### src/rtl/switch_share_pkg.sv
// Shared types and width helpers for the switch sharing controller.
package switch_share_pkg;

   // Controller states; the encoding is also visible on the debug output.
   typedef enum logic [2:0] {
      IDLE     = 3'd0,
      TURN_ON  = 3'd1,
      GRANTED  = 3'd2,
      TURN_OFF = 3'd3,
      FAULT    = 3'd4
   } state_e;

   localparam int STATE_W = 3;

   // Bits needed to hold values 0..n-1 (never less than one bit).
   function automatic int bits_for(input int n);
      return (n > 1) ? $clog2(n) : 1;
   endfunction

endpackage

### src/rtl/switch_share_ctrl_rr_pick.sv
// Combinational round-robin finder: first set request bit at or above
// rr_ptr, wrapping around to bit 0.
module rr_pick
   import switch_share_pkg::*;
#(
   parameter int NUM_REQ = 4,
   parameter int IDX_W   = bits_for(NUM_REQ)
) (
   input  logic [NUM_REQ-1:0] req,
   input  logic [IDX_W-1:0]   rr_ptr,
   output logic [IDX_W-1:0]   idx,
   output logic               any
);

   logic [IDX_W-1:0] cand;

   // Scan from the farthest offset down so the nearest set bit wins last.
   always_comb begin
      idx  = '0;
      any  = 1'b0;
      cand = '0;
      for (int off = NUM_REQ - 1; off >= 0; off--) begin
         if (int'(rr_ptr) + off >= NUM_REQ) begin
            cand = IDX_W'(int'(rr_ptr) + off - NUM_REQ);
         end else begin
            cand = IDX_W'(int'(rr_ptr) + off);
         end
         if (req[cand]) begin
            idx = cand;
            any = 1'b1;
         end
      end
   end

endmodule

### src/rtl/switch_share_ctrl.sv
// Round-robin owner of a shared ON/OFF switch. Each turn: command the switch
// ON, grant the owner for at most MAX_HOLD cycles, command it OFF, and only
// then pick the next requester.
//
// Handshake: req[i] is a level request; grant[i] is asserted only while the
// switch is confirmed ON and drops on the same edge the controller starts
// turning the switch OFF. sw_j/sw_k are level commands held until sw_out
// reaches the commanded level or WAIT_TIMEOUT expires (sticky fault).
module switch_share_ctrl
   import switch_share_pkg::*;
#(
   parameter int NUM_REQ      = 4,
   parameter int MAX_HOLD     = 16,
   parameter int WAIT_TIMEOUT = 8
) (
   input  logic               clk,
   input  logic               areset_n,
   input  logic [NUM_REQ-1:0] req,
   output logic [NUM_REQ-1:0] grant,
   output logic               sw_j,
   output logic               sw_k,
   input  logic               sw_out,
   input  logic               fault_clr,
   output logic               busy,
   output logic               fault,
   output logic [STATE_W-1:0] state_dbg
);

   localparam int IDX_W  = bits_for(NUM_REQ);
   localparam int HOLD_W = bits_for(MAX_HOLD);
   localparam int WAIT_W = bits_for(WAIT_TIMEOUT + 1);

   localparam logic [HOLD_W-1:0] HOLD_LAST  = HOLD_W'(MAX_HOLD - 1);
   localparam logic [WAIT_W-1:0] WAIT_LIMIT = WAIT_W'(WAIT_TIMEOUT);
   localparam logic [IDX_W-1:0]  LAST_IDX   = IDX_W'(NUM_REQ - 1);

   state_e             state_q, state_d;
   logic [IDX_W-1:0]   owner_q, owner_d;
   logic               owner_valid_q, owner_valid_d;
   logic [IDX_W-1:0]   rr_ptr_q, rr_ptr_d;
   logic [HOLD_W-1:0]  hold_cnt_q, hold_cnt_d;
   logic [WAIT_W-1:0]  wait_cnt_q, wait_cnt_d;
   logic [NUM_REQ-1:0] grant_q, grant_d;
   logic               sw_j_q, sw_j_d;
   logic               sw_k_q, sw_k_d;
   logic               busy_q, busy_d;
   logic               fault_q, fault_d;

   logic [IDX_W-1:0]   pick_idx;
   logic               pick_any;
   logic               owner_req;
   logic [WAIT_W-1:0]  wait_cnt_inc;

   rr_pick #(
      .NUM_REQ (NUM_REQ),
      .IDX_W   (IDX_W)
   ) u_rr_pick (
      .req    (req),
      .rr_ptr (rr_ptr_q),
      .idx    (pick_idx),
      .any    (pick_any)
   );

   assign owner_req    = req[owner_q];
   assign wait_cnt_inc = wait_cnt_q + WAIT_W'(1);

   // Next-state logic: owner selection, hold/wait counting, pointer update.
   always_comb begin
      state_d       = state_q;
      owner_d       = owner_q;
      owner_valid_d = owner_valid_q;
      rr_ptr_d      = rr_ptr_q;
      hold_cnt_d    = hold_cnt_q;
      wait_cnt_d    = wait_cnt_q;
      case (state_q)
         IDLE: begin
            // A switch found ON with nobody owning it is shut off first.
            if (sw_out) begin
               state_d       = TURN_OFF;
               owner_valid_d = 1'b0;
               wait_cnt_d    = '0;
            end else if (pick_any) begin
               state_d       = TURN_ON;
               owner_d       = pick_idx;
               owner_valid_d = 1'b1;
               wait_cnt_d    = '0;
            end
         end
         TURN_ON: begin
            // A dropped request only matters once the switch is ON.
            if (sw_out) begin
               if (owner_req) begin
                  state_d    = GRANTED;
                  hold_cnt_d = '0;
               end else begin
                  state_d    = TURN_OFF;
                  wait_cnt_d = '0;
               end
            end else if (wait_cnt_inc == WAIT_LIMIT) begin
               state_d = FAULT;
            end else begin
               wait_cnt_d = wait_cnt_inc;
            end
         end
         GRANTED: begin
            if (!sw_out) begin
               state_d = FAULT;
            end else if (!owner_req || hold_cnt_q == HOLD_LAST) begin
               state_d    = TURN_OFF;
               wait_cnt_d = '0;
            end else begin
               hold_cnt_d = hold_cnt_q + HOLD_W'(1);
            end
         end
         TURN_OFF: begin
            if (!sw_out) begin
               state_d = IDLE;
               if (owner_valid_q) begin
                  rr_ptr_d = (owner_q == LAST_IDX) ? '0 : owner_q + IDX_W'(1);
               end
            end else if (wait_cnt_inc == WAIT_LIMIT) begin
               state_d = FAULT;
            end else begin
               wait_cnt_d = wait_cnt_inc;
            end
         end
         FAULT: begin
            if (fault_clr) begin
               state_d = IDLE;
            end
         end
         default: state_d = IDLE;
      endcase
   end

   // Outputs are decoded from the next state so they register with it.
   always_comb begin
      grant_d = '0;
      if (state_d == GRANTED) begin
         grant_d[owner_d] = 1'b1;
      end
      sw_j_d  = (state_d == TURN_ON);
      sw_k_d  = (state_d == TURN_OFF);
      busy_d  = (state_d != IDLE);
      fault_d = (state_d == FAULT);
   end

   // State and output registers; reset clears everything immediately.
   always_ff @(posedge clk or negedge areset_n) begin
      if (!areset_n) begin
         state_q       <= IDLE;
         owner_q       <= '0;
         owner_valid_q <= 1'b0;
         rr_ptr_q      <= '0;
         hold_cnt_q    <= '0;
         wait_cnt_q    <= '0;
         grant_q       <= '0;
         sw_j_q        <= 1'b0;
         sw_k_q        <= 1'b0;
         busy_q        <= 1'b0;
         fault_q       <= 1'b0;
      end else begin
         state_q       <= state_d;
         owner_q       <= owner_d;
         owner_valid_q <= owner_valid_d;
         rr_ptr_q      <= rr_ptr_d;
         hold_cnt_q    <= hold_cnt_d;
         wait_cnt_q    <= wait_cnt_d;
         grant_q       <= grant_d;
         sw_j_q        <= sw_j_d;
         sw_k_q        <= sw_k_d;
         busy_q        <= busy_d;
         fault_q       <= fault_d;
      end
   end

   assign grant     = grant_q;
   assign sw_j      = sw_j_q;
   assign sw_k      = sw_k_q;
   assign busy      = busy_q;
   assign fault     = fault_q;
   assign state_dbg = state_q;

endmodule
### config.mk
export PLATFORM = sky130hd
export DESIGN_NAME = switch_share_ctrl
export DESIGN_NICKNAME = d
export VERILOG_FILES = /design/src/rtl/switch_share_pkg.sv /design/src/rtl/switch_share_ctrl_rr_pick.sv /design/src/rtl/switch_share_ctrl.sv
export SDC_FILE = /design/constraint.sdc
export NUM_CORES = 1
export LEC_CHECK = 0
export CAP_MARGIN = 20
export CORE_UTILIZATION = 53
export CTS_CLUSTER_DIAMETER = 120
export CTS_CLUSTER_SIZE = 20
export DETAILED_ROUTE_END_ITERATION = 16
export PLACE_DENSITY_LB_ADDON = 0.3
export SYNTH_ARGS = -nofsm -noshare
export SYNTH_HDL_FRONTEND = slang
export SYNTH_SLANG_ARGS = --single-unit
### constraint.sdc
create_clock -name clk -period 2 [get_ports clk]
set_input_delay 0.4 -clock clk [delete_from_list [all_inputs] [get_ports clk]]
set_output_delay 0.4 -clock clk [all_outputs]
set_load 0.005 [all_outputs]
==> implementation parameters, run 1 <==
Parameter                              Value

Die
  Initial core utilization ... 0.5607
  Floorplan die height ... roughly 53 um
  I/O pin total ... 19
  Site row count ... 18
  Total Die Area ... between 2000 and 3000 um^2
  Horizontal die dimension ... 52.96 um
  Core area ... roughly 2500 um^2

Critical path
  Data arrival time of the critical path ... between 1500 and 2000 ps
  Beginning of the critical path ... state_dbg[1]
  Crit path buf inv count ... 1
  CP max-delay cell ... sky130_fd_sc_hd__dfrtp_1
  Critical Setup Path Class ... flip-flop to output pin
  Worst path max stage delay ... approximately 620 ps
  Crit-path leading delay family ... flip-flops
  Cell-by-cell listing of the critical path ... clkdlybuf4s50_1
  Worst reg2reg startpoint ... state_dbg[1]
  Data required time of the critical path ... around 1600 ps
  Kind of start point of the critical path ... flip-flop
  Critical Path End Type ... output pin
  Worst-path fanout max ... 14

Detailed routing
  Iteration-0 DRC Markers ... 29
  Average routed wire per standard cell ... 15.15 um
  Detailed-route wire length ... 3015 um
  Drt via density ... 6.010
  Post-DRT Antenna Nets ... 0
  Initial DRT Pass Iterations ... 4
  Drc violations ... 0
  Total via count in the routed design ... 1196

Final layout
  N_diodes ... 0
  Final cell count without fillers ... between 150 and 200
  Fin area ... around 1700 um^2
  Leading cell type in the layout, fill and taps excluded ... sky130_fd_sc_hd__dfrtp_1
  Post-layout util ... 0.6983
  Nets@finish ... 181
  Layout overhead on the synthesized area ... 24.55%
  Proportion of layout cells with a drive suffix above 1 ... 0.1716
  Most frequent cells in the layout ... sky130_fd_sc_hd__dfrtp_1, sky130_fd_sc_hd__nand2_1, sky130_fd_sc_hd__clkdlybuf4s50_1

Hold path
  Type of the tightest min-delay check ... input port to asynchronous set/reset pin

STA
  Final worst path period share ... 0.9637
  Final worst path period need ... 1927 ps
  Crit path setup slack, layout ... between 70 and 80 ps
  Final hold slack ... between 400 and 500 ps
  Clock tree skew after final layout ... between 4 and 5 ps
  Unrepaired setup endpoints after global routing ... false
  Slew at the pin closest to its max-slew limit ... 493.3 ps
  Number of setup violations in the final report ... 0
  Maximum clock frequency ... 518.8 MHz
  Worst slew margin ... 0.6677
  Count of pins over their slew limit ... 0
  Final-report hold violation count ... 0

Power
  Power density relative to cell area ... roughly 1200 nW/um^2
  Net switching power ... slightly below 0.8 mW
  Portion of total power attributed to the clock network ... 0.130
  Largest vdd supply drop ... between 800 and 900 uV
  Internal power consumption ... 1.203 mW
  Combinational Power Share ... 0.449
  Sequential Power Share ... 0.421
  Leakage ... 0.7702 nW
  Switching power as a share of total power ... 0.3929

Place
  Placed cells ... ~190
  I/O Buffers ... 18
  Placed cell areas ... between 1500 and 2000 um^2
  Hpwl dp ... 2196 um
  Routability cong. ... about 0.8
  Setup WS pre-CTS ... -307.8 ps

CTS
  Cts bufs inserted ... 3
  Insertion delay to the later sink of the worst-skew pair ... around 310 ps
  Root buffer cell ... sky130_fd_sc_hd__clkbuf_4
  Buffer depth of the longest clock path ... 2
  TritonCTS sink count ... 24
  CTS HTree Levels ... 1
  Hold Buf Count CTS ... 0
  Clk slew on worst S/H paths ... ~130 ps
  CTS tree ... yes

Yosys
  Synthesis-stage register bit count ... 24
  Number of warning messages in the yosys log ... 0
  Number of synthesized flops with an enable pin ... 0
  Top_reg_cell synth ... sky130_fd_sc_hd__dfrtp_1
  Syn Nets ... 150
  Gate Count Post-Synth ... 139
  Sequential share of the synthesized area ... 0.4364
  Netlist area before placement ... 1376 um^2
  Average cell area after synthesis ... between 9 and 10 um^2
  Ys async rst share ... 1.000
  Distinct cell type count of the synthesized netlist ... roughly 50

Global route
  Total global routing overflow ... 0
  Antenna violations before repair ... 0
  First-pass GRT wire length ... about 4800 um
  Overall global routing resource usage ... 0.2400
  Largest net degree at the start of global routing ... 25
  Via count of the first global-routing pass ... around 1100

Status
  Outcome ... completed

Flow run
  Number of max-cap violations ... 0
[cells by family (layout without fill, tap and decap cells)]
| kind of cell | count (synthesis) | in the layout | synth area share |
|---|---|---|---|
| AND/OR/NAND/NOR | 57 | 57 | 0.2164 |
| multiplexers | 3 | 3 | 0.03182 |
| buffers and inverters | 12 | 42 | 0.03727 |
| flip-flops | 24 | 24 | 0.4364 |
| adder cells (fa/ha/maj) | 3 | 3 | 0.02728 |
| AO/OA/AOI/OAI | 40 | 40 | 0.2509 |
[cell type report]
cell class	instances	area, um^2
repair buffers	31	287.8
inverters	7	26.28
multi-input cells	103	724.4
fillers	189	740.7
flip-flops and latches	24	601.8
well taps	30	37.54
clock buffers	4	36.28
[power by group through the flow]
stage	clock, mW	sequential, mW	combinational [mW]
detailed placement	0	0.840	0.874
finish	0.258	0.835	0.889
floorplan	0	0.773	0.621
global route	0.282	0.863	0.978
global placement	0	0.832	0.834
CTS	0.261	0.830	0.888
[synth_stat cells (all sizes together), types with 2 or more instances]
master | instances | area (um^2)
dfrtp | 24 | 600.6
nand2b | 5 | 31.28
o22ai | 2 | 12.51
buf | 4 | 21.27
ha | 3 | 37.54
a21oi | 5 | 25.02
inv | 7 | 26.28
nand2 | 16 | 62.56
nor3 | 2 | 10.01
nand4 | 5 | 31.28
nor2b | 3 | 18.77
o31ai | 4 | 30.03
a211o | 2 | 18.77
o2bb2ai | 2 | 17.52
nor2 | 10 | 37.54
nand3 | 6 | 30.03
a21o | 3 | 22.52
a31oi | 2 | 18.77
nand3b | 2 | 15.01
or3 | 2 | 12.51
o21ai | 6 | 30.02
[sequential cells by signal, indices dropped and copies added, names as in the netlist]
register,flops
sw_k,1
owner_q,2
hold_cnt_q,4
grant,4
wait_cnt_q,4
rr_ptr_q,2
state_dbg,3
sw_j,1
owner_valid_q,1
fault,1
busy,1
[final timing paths]
kind	endpoint	slack, ps	depth (start not counted)
max in group asynchronous	state_dbg[2]	1330	2
min in group clk	owner_valid_q	510	1
max reg2reg	hold_cnt_q[3]	120	6
min reg2reg	owner_valid_q	510	1
max	state_dbg[1]	70	1
min	wait_cnt_q[1]	420	2
[layer usage]
layer,up-vias,global-route usage,routed length (um)
met2,41,0.4008,1466
met4,0,0.09649,51
met3,8,0.03736,116
li1,573,-,-
met1,574,0.3073,1380
met5,-,0,0
[per-stage QoR]
| stage | setup TNS, ps | power, mW |
|---|---|---|
| final | 0 | 1.982 |
| after detailed placement | -3811 | 1.714 |
| after global placement | -2755 | 1.666 |
| after CTS | 0 | 1.979 |
| after global routing | 0 | 2.123 |
| after floorplan | 0 | 1.394 |
[timing repair]
action,in CTS,in global routing
endpoints found under the setup margin,1,11
resized for setup,0,5
pin swaps,1,0
setup buffers,1,0
Note: power is estimated with default switching activity, not from simulation.
==> inputs of run 2 (changes only) <==
--- a/config.mk
+++ b/config.mk
@@ -5,12 +5,12 @@
 export SDC_FILE = /design/constraint.sdc
 export NUM_CORES = 1
 export LEC_CHECK = 0
-export CAP_MARGIN = 20
 export CORE_UTILIZATION = 53
 export CTS_CLUSTER_DIAMETER = 120
 export CTS_CLUSTER_SIZE = 20
 export DETAILED_ROUTE_END_ITERATION = 16
 export PLACE_DENSITY_LB_ADDON = 0.3
+export SETUP_SLACK_MARGIN = 0.05
 export SYNTH_ARGS = -nofsm -noshare
 export SYNTH_HDL_FRONTEND = slang
 export SYNTH_SLANG_ARGS = --single-unit
==> run 2 against run 1 <==
  * Combinational power barely moved
  * Hold slack improved by 1.6 ps
  * Utilization fell by 0.25 points
  * Die area did not move
  * Sequential power rose by 0.5%
  * Clock skew fell by 2.4 ps
  * Via count did not move
==> implementation parameters, run 2 (synthesized netlist as in run 1, its figures left out) <==
Parameter                              Value

STA
  Worst slew margin ... 0.6728
  Slew at the pin closest to its max-slew limit ... 485.7 ps
  Clock tree skew after final layout ... between 1.5 and 2 ps
  Number of setup violations in the final report ... 0
  Unrepaired setup endpoints after global routing ... true
  Final-report hold violation count ... 0
  Final worst path period need ... 1876 ps
  Final worst path period share ... 0.9380
  Maximum clock frequency ... ~530 MHz
  Count of pins over their slew limit ... 0

Detailed routing
  Initial DRT Pass Iterations ... 4
  Detailed-route wire length ... ~3000 um
  Post-DRT Antenna Nets ... 0
  Total via count in the routed design ... about 1200
  Drc violations ... 0
  Drt via density ... 6.010
  Average routed wire per standard cell ... between 15 and 20 um
  Iteration-0 DRC Markers ... 29

CTS
  CTS tree ... yes
  TritonCTS sink count ... 24
  CTS HTree Levels ... 1
  Insertion delay to the later sink of the worst-skew pair ... between 300 and 400 ps
  Cts bufs inserted ... 3
  Hold Buf Count CTS ... 0
  Root buffer cell ... sky130_fd_sc_hd__clkbuf_4
  Buffer depth of the longest clock path ... 2
  Clk slew on worst S/H paths ... 130 ps

Final layout
  Proportion of layout cells with a drive suffix above 1 ... 0.1775
  FILL cells ... between 150 and 200
  Post-layout util ... 0.6957
  N_diodes ... 0
  Most frequent cells in the layout ... sky130_fd_sc_hd__dfrtp_1, sky130_fd_sc_hd__nand2_1, sky130_fd_sc_hd__clkdlybuf4s50_1
  Fin area ... ~1700 um^2
  Leading cell type in the layout, fill and taps excluded ... sky130_fd_sc_hd__dfrtp_1
  Layout overhead on the synthesized area ... 24.09%
  Nets@finish ... roughly 180

Critical path
  Data required time of the critical path ... around 1600 ps
  Crit path buf inv count ... 1
  Worst path max stage delay ... between 500 and 600 ps
  Data arrival time of the critical path ... approximately 1500 ps
  Crit-path leading delay family ... flip-flops
  Kind of start point of the critical path ... flip-flop
  Cell-by-cell listing of the critical path ... clkdlybuf4s50_1
  Worst-path fanout max ... 12
  Critical Path End Type ... output pin
  CP max-delay cell ... sky130_fd_sc_hd__dfrtp_1
  Beginning of the critical path ... state_dbg[0]
  Worst reg2reg startpoint ... wait_cnt_q[0]
  Critical Setup Path Class ... flip-flop to output pin

Power
  Switching power as a share of total power ... 0.3931
  Sequential Power Share ... 0.423
  Leakage ... ~0.75 nW
  Internal power consumption ... 1.203 mW
  Largest vdd supply drop ... between 800 and 900 uV
  Net switching power ... between 0.7 and 0.8 mW
  Combinational Power Share ... 0.447
  Portion of total power attributed to the clock network ... 0.129
  Power density relative to cell area ... ~1200 nW/um^2

Flow run
  Number of max-cap violations ... 0

Die
  Floorplan die height ... 52.96 um
  Core area ... between 2000 and 2500 um^2
  Initial core utilization ... 0.5607
  Horizontal die dimension ... between 50 and 60 um
  Total Die Area ... about 2800 um^2
  I/O pin total ... 19
  Site row count ... 18

Global route
  Via count of the first global-routing pass ... 1130
  M2 GR Usage ... 0.4008
  Largest net degree at the start of global routing ... 25
  Antenna violations before repair ... 0
  First-pass GRT wire length ... ~4800 um
  Overall global routing resource usage ... 0.2406
  Total global routing overflow ... 0
  GRT met3 Usage ... 0.03736
  GRT busiest layer ... met2
  Met1 track demand over resource in global routing ... 0.3091

Place
  Placed cell areas ... 1659 um^2
  Routability cong. ... ~0.8
  Hpwl dp ... between 2000 and 2500 um
  I/O Buffers ... 18

Status
  Outcome ... completed

Hold path
  Type of the tightest min-delay check ... input port to asynchronous set/reset pin
-- run 2: changes by cell type in the layout (fill, tap and decap cells not counted), sizes merged --
cell / delta
dlygate4sd2: +2
dlymetal6s2s: -2
-- run 2: metal layers --
layer,vias up,part of all wire
met3,8,0.043
met4,0,0.017
met5,-,0
met2,43,0.48
li1,575,-
met1,570,0.46
-- run 2: final cells by class --
type,count,area [um^2],share of cell area
clock buffers,4,36.28,0.02125
inverters,7,26.28,0.01538
multi-input cells,103,724.4,0.4242
flip-flops and latches,24,603.1,0.3531
well taps,30,37.54,0.02198
repair buffers,31,280.3,0.1641
-- run 2: worst paths after layout --
path	to	slack, ps	cells past startpoint
hold reg to reg	owner_valid_q	510	1
max in group asynchronous	state_dbg[2]	1330	2
setup / recovery	state_dbg[0]	120	1
min in group clk	owner_valid_q	510	1
setup reg to reg	busy	140	6
hold / removal	wait_cnt_q[3]	420	2
-- run 2: power groups by stage --
stage | registers (mW) | clock network, mW | logic, mW
global placement | 0.832 | 0 | 0.834
finish | 0.839 | 0.257 | 0.886
CTS | 0.831 | 0.261 | 0.887
floorplan | 0.773 | 0 | 0.621
global route | 0.863 | 0.284 | 0.976
detailed placement | 0.840 | 0 | 0.874
-- run 2: what timing repair did --
action | in CTS | in global routing
cloned | 0 | 0
endpoints found under the setup margin | 9 | 9
buffers inserted | 1 | 0
pin swaps | 1 | 0
resized for setup | 3 | 3
-- run 2: per-stage QoR --
stage	worst slack [ps]	total power, mW	std cells	TNS (ps)	hold WS [ps]
final	124.0	1.982	199	0	423.0
after global routing	43.24	2.124	199	0	457.4
after detailed placement	-307.8	1.714	194	-3811	483.3
after floorplan	286.2	1.394	139	0	104.4
after CTS	81.97	1.979	199	0	425.6
after global placement	-234.6	1.666	194	-2755	473.1
